### src/rtl/shift_pkg.sv
// shift_pkg: definitions shared by the seq_shifter slice.
//   - MODE_* : operation encodings carried on in_mode (5..7 are illegal)
//   - state_t: engine FSM states, also exported on the dbg_state port
//   - mode_legal(): true for the five defined operations
package shift_pkg;

  localparam logic [2:0] MODE_SLL = 3'd0;
  localparam logic [2:0] MODE_SRL = 3'd1;
  localparam logic [2:0] MODE_SRA = 3'd2;
  localparam logic [2:0] MODE_ROL = 3'd3;
  localparam logic [2:0] MODE_ROR = 3'd4;

  typedef enum logic [1:0] {
    IDLE  = 2'd0,
    SHIFT = 2'd1,
    DONE  = 2'd2
  } state_t;

  function automatic logic mode_legal(input logic [2:0] mode);
    return (mode <= MODE_ROR);
  endfunction

endpackage

### src/rtl/shift_step.sv
// shift_step: one combinational shift/rotate step.
// Ports:
//   value  in  WIDTH  working value
//   k      in  K_W    bits to move this step (0..WIDTH)
//   mode   in  3      MODE_* encoding; anything else passes value through
//   result out WIDTH  shifted value
module shift_step
  import shift_pkg::*;
#(
  parameter int WIDTH = 8,
  parameter int K_W   = 1
) (
  input  logic [WIDTH-1:0] value,
  input  logic [K_W-1:0]   k,
  input  logic [2:0]       mode,
  output logic [WIDTH-1:0] result
);

  // Complement amount for rotates. When k is 0 this equals WIDTH, and a
  // shift by the full width yields 0, so the OR leaves value unchanged.
  logic [31:0] k_comp;

  always_comb begin
    k_comp = 32'(WIDTH) - 32'(k);
    result = value;
    case (mode)
      MODE_SLL: result = value << k;
      MODE_SRL: result = value >> k;
      MODE_SRA: result = $unsigned($signed(value) >>> k);
      MODE_ROL: result = (value << k) | (value >> k_comp);
      MODE_ROR: result = (value >> k) | (value << k_comp);
      default:  result = value;
    endcase
  end

endmodule

### src/rtl/seq_shifter.sv
// seq_shifter: multi-cycle shift/rotate engine, one transaction at a time.
// Ports:
//   clk, rst             clock; synchronous active-high reset
//   in_valid/in_ready    request handshake
//   in_data/amt/mode     operand, shift amount, operation (MODE_*)
//   out_valid/out_ready  result handshake
//   out_data, out_err    result and illegal-mode flag (qualified by out_valid)
//   busy                 high while a transaction is in SHIFT or DONE
//   dbg_state            current FSM state
//
// Handshakes: a transfer happens on a rising clk edge where valid && ready
// are both high. The producer holds valid and its payload until that edge;
// out_valid and the result stay stable until the consumer takes them.
module seq_shifter
  import shift_pkg::*;
#(
  parameter int WIDTH = 8,
  parameter int AMT_W = 4,
  parameter int STEP  = 1
) (
  input  logic             clk,
  input  logic             rst,
  input  logic             in_valid,
  output logic             in_ready,
  input  logic [WIDTH-1:0] in_data,
  input  logic [AMT_W-1:0] in_amt,
  input  logic [2:0]       in_mode,
  output logic             out_valid,
  input  logic             out_ready,
  output logic [WIDTH-1:0] out_data,
  output logic             out_err,
  output logic             busy,
  output state_t           dbg_state
);

  localparam int          K_W    = $clog2(STEP + 1);
  localparam logic [31:0] STEP_U = 32'(STEP);

  state_t           state_q, state_d;
  logic [WIDTH-1:0] work_q, work_d;
  logic [AMT_W-1:0] rem_q, rem_d;
  logic [2:0]       mode_q, mode_d;
  logic [WIDTH-1:0] out_data_q, out_data_d;
  logic             out_err_q, out_err_d;

  logic             accept;
  logic             in_legal;
  logic [31:0]      rem_ext;
  logic [31:0]      k_ext;
  logic [K_W-1:0]   k;
  logic             last_step;
  logic [WIDTH-1:0] stepped;

  assign in_ready = (state_q == IDLE) && !rst;
  assign accept   = in_valid && in_ready;
  assign in_legal = mode_legal(in_mode);

  // k = min(STEP, rem); the final step is the one where rem fits in STEP.
  assign rem_ext   = 32'(rem_q);
  assign k_ext     = (rem_ext > STEP_U) ? STEP_U : rem_ext;
  assign k         = K_W'(k_ext);
  assign last_step = (rem_ext <= STEP_U);

  shift_step #(
    .WIDTH (WIDTH),
    .K_W   (K_W)
  ) u_step (
    .value  (work_q),
    .k      (k),
    .mode   (mode_q),
    .result (stepped)
  );

  always_comb begin
    state_d    = state_q;
    work_d     = work_q;
    rem_d      = rem_q;
    mode_d     = mode_q;
    out_data_d = out_data_q;
    out_err_d  = out_err_q;
    case (state_q)
      IDLE: begin
        if (accept) begin
          work_d = in_data;
          rem_d  = in_amt;
          mode_d = in_mode;
          // Nothing to shift (or nothing legal to do): result is the operand.
          if (!in_legal || (in_amt == '0)) begin
            out_data_d = in_data;
            out_err_d  = !in_legal;
            state_d    = DONE;
          end else begin
            state_d = SHIFT;
          end
        end
      end
      SHIFT: begin
        work_d = stepped;
        rem_d  = rem_q - AMT_W'(k_ext);
        if (last_step) begin
          out_data_d = stepped;
          out_err_d  = 1'b0;
          state_d    = DONE;
        end
      end
      DONE: begin
        if (out_ready) begin
          state_d = IDLE;
        end
      end
      default: state_d = IDLE;
    endcase
  end

  always_ff @(posedge clk) begin
    if (rst) begin
      state_q    <= IDLE;
      work_q     <= '0;
      rem_q      <= '0;
      mode_q     <= MODE_SLL;
      out_data_q <= '0;
      out_err_q  <= 1'b0;
    end else begin
      state_q    <= state_d;
      work_q     <= work_d;
      rem_q      <= rem_d;
      mode_q     <= mode_d;
      out_data_q <= out_data_d;
      out_err_q  <= out_err_d;
    end
  end

  assign out_valid = (state_q == DONE);
  assign busy      = (state_q != IDLE);
  assign out_data  = out_data_q;
  assign out_err   = out_err_q;
  assign dbg_state = state_q;

endmodule

### config.mk
export PLATFORM = sky130hd
export DESIGN_NAME = seq_shifter
export DESIGN_NICKNAME = d
export VERILOG_FILES = /design/src/rtl/shift_pkg.sv /design/src/rtl/shift_step.sv /design/src/rtl/seq_shifter.sv
export SDC_FILE = /design/constraint.sdc
export NUM_CORES = 1
export LEC_CHECK = 0
export BUFFER_PORTS_ARGS = -buffer_cell sky130_fd_sc_hd__buf_2
export CORE_ASPECT_RATIO = 0.75
export CORE_MARGIN = 3
export CORE_UTILIZATION = 40
export DETAILED_ROUTE_END_ITERATION = 8
export PLACE_DENSITY_LB_ADDON = 0.12
export RECOVER_POWER = 100
export SETUP_SLACK_MARGIN = 0.4
export SLEW_MARGIN = 20
export SYNTH_ARGS = -nofsm -noshare
export SYNTH_HDL_FRONTEND = slang
export SYNTH_SLANG_ARGS = --single-unit
### constraint.sdc
create_clock -name clk -period 1.7 [get_ports clk]
set_input_delay 0.255 -clock clk [delete_from_list [all_inputs] [get_ports clk]]
set_output_delay 0.255 -clock clk [all_outputs]
set_load 0.005 [all_outputs]
==> impl_metrics.ini <==
[run_status]
status = complete, but fails checks
violations = setup timing

[yosys]
yosys-top-cells-area = dfxtp_1 (34%), o21ai_0 (6.5%), nand3b_1 (5.4%)
syn_nets = 214
synth_flop_cell = dfxtp_1
ys_seq_area_share_pct = 33.8
postSynthAreaPerCell_um2 = 7.94
yosysTopAreaCellShare_pct = 33.8
synth_cells = 194
synth_area_um2 = 1540
synth_edf_count = 0
async_flop_share_pct = 0
synth-seq-cells = 26
synth_cell_types = 47
ys_warn_count = 0
yosys.area.top_type = dfxtp_1

[clock_tree]
clock_sinks = 26
clock_path_buffers = 2
tritoncts = yes
clk_pin_slew_ns = 0.10
cts_root_buffer = clkbuf_8
cts-buffers-inserted = 3
clk-insertion-delay-late_ns = 0.28
h-tree-depth = 1
cts_hold_buf = 0

[timing]
fin_crit_ns = 1.79
maxSlewHeadroom_pct = 62.4
clock.fmax_mhz = 557
worst_slack_ns = -0.0943
tightest_slew_ns = 0.557
fin_hold_ws_ns = 0.169
final.setup_skew_ns = 0.00342
setup_viol = 8
hold_viol_final = 0
min_period_over_period_pct = 106
slew_viol_final = 0
rsz0062_at_grt = true

[floorplan]
rows = 18
core_area_um2 = 3490
die-width_um = 77.7
die_h_um = 59.7
die_area_um2 = 4640
io_pins = 33
initial_core_util_pct = 44.1

[min_path]
hold_path_class = input port to flop

[global_route]
grt_first_pass_wirelength_um = 7820
grtUsageTotal_pct = 21.4
grt.overflow.total = 0
grt_pass1_vias = 1622
antenna_found_initial = 0
grt_max_degree = 35

[route]
first_iter_violations = 228
num_vias = 1675
postRouteAntennaNets = 0
drt-wirelength-per-cell_um = 16.4
firstDrtPassIters = 4
routed_wl_um = 4910
vias_per_cell = 5.58
drc = 0

[worst_setup_path]
slowest_delay_ns = 0.56
critPathCaptureType = flop
critPathTopFamily = compound AO/OA/AOI/OAI gates
cp_slowest_cell = or4_4
crit_chain = or4_4 > buf_6 > o21bai_4 > mux2i_1 > o211a_1 > o41ai_2
startpoint_type = flop
worstPathArrival_ns = 1.99
crit_buf_inv = 1
cp_max_fo = 4
required_ns = 1.89
critPathKind = flop to flop

[final_layout]
layout-drive-gt1-share_pct = 40.8
final_cells = 300
area.growth.synth_to_final_pct = 42.2
mostFrequentLayoutCells = buf_2 (26), buf_4 (25), dfxtp_1 (23)
layout.nets = 271
fin_area_um2 = 2190
final_common_cell = buf_2
post-route-util_pct = 62.7
n_antenna_cell = 0

[place]
routabilityCongestion = 0.824
port_buffers = 32
pre_cts_ws_ns = -0.129
dp.cells = 287
placedInstanceArea_um2 = 1890
place_hpwl_um = 3350

[pwr]
seq_power_share_pct = 35.9
swShare_pct = 32.6
power_density_nw_per_um2 = 898
p_switching_mw = 0.641
share_comb_of_total_power_pct = 36.6
pwr-share-clk_pct = 27.5
p_leak_nw = 0.895
peakVddDrop_uv = 480
internal_power_mw = 1.32

[run]
maxCapViolations = 0
layout make-up:
type / count / area [um^2]
inverters: 9 / 33.8
clock inverters: 1 / 30.0
multi-input cells: 145 / 1080
well taps: 50 / 62.6
clock buffers: 3 / 41.3
fillers: 325 / 1300
flip-flops and latches: 26 / 527
repair buffers: 66 / 419
cell usage after synthesis, types with 6 or more instances:
cell	instances
dfxtp_1	26
nand2_1	21
o2111ai_1	6
nand3b_1	11
or3_1	7
inv_1	9
o21ai_0	20
clkbuf_1	7
a21oi_1	6
nor2_1	18
a211o_1	6
what timing repair did:
action | CTS | global route
resized for setup | 39 | 19
endpoints found under the setup margin | 25 | 25
cloned | 0 | 1
pin swaps | 15 | 8
setup buffers | 4 | 4
per-layer routing:
layer,wire length (um),global-route usage (%)
met2,2270,34.8
met5,0,0
met1,2250,29.8
met4,31,4.06
met3,351,4.37
stage by stage:
stage	TNS [ns]	total power [mW]
2_1_floorplan	0	1.07
3_3_place_gp	-0.339	1.26
3_5_place_dp	-0.645	1.28
4_1_cts	-0.238	1.90
5_1_grt	-1.41	2.06
6_report	-0.453	1.97
registers in the layout (all words and copies together) (netlist names):
register	count
out_data	8
work_q	8
rem_q	4
mode_q	3
dbg_state	2
out_err	1
power groups by stage:
stage / registers [mW] / clock network [mW] / logic (mW)
floorplan: 0.707 / 0 / 0.363
global placement: 0.714 / 0 / 0.547
detailed placement: 0.716 / 0 / 0.562
CTS: 0.708 / 0.543 / 0.646
global route: 0.714 / 0.564 / 0.782
finish: 0.706 / 0.540 / 0.720
path summary, 6_finish.rpt:
| check | from | end | slack, ns | cells past startpoint |
|---|---|---|---|---|
| max | rem_q[0]$_SDFFE_PP0P_ | out_data[7]$_SDFFE_PP0P_ | -0.09 | 6 |
| min | in_mode[1] | mode_q[1]$_SDFFE_PP0P_ | 0.17 | 3 |
| max reg2reg | rem_q[0]$_SDFFE_PP0P_ | out_data[7]$_SDFFE_PP0P_ | -0.09 | 6 |
| min reg2reg | out_data[2]$_SDFFE_PP0P_ | out_data[2]$_SDFFE_PP0P_ | 0.49 | 2 |
cell families after synthesis:
logic type,share of synthesized area [%]
buffers and inverters,7.47
AOI/OAI and AO/OA,31.0
muxes,0.650
xor gates and xnor gates,0.569
adders and majority gates,1.46
DFF,33.8
and+or+nand+nor,25.0
worst register-to-register path, cell delays in order (launching register included):
cell and delay (ns):
dfxtp_2 0.33, or4_4 0.56, buf_6 0.14, o21bai_4 0.10, mux2i_1 0.10, o211a_1 0.28
o41ai_2 0.20
No activity file was read; power rests on OpenSTA's default activity.
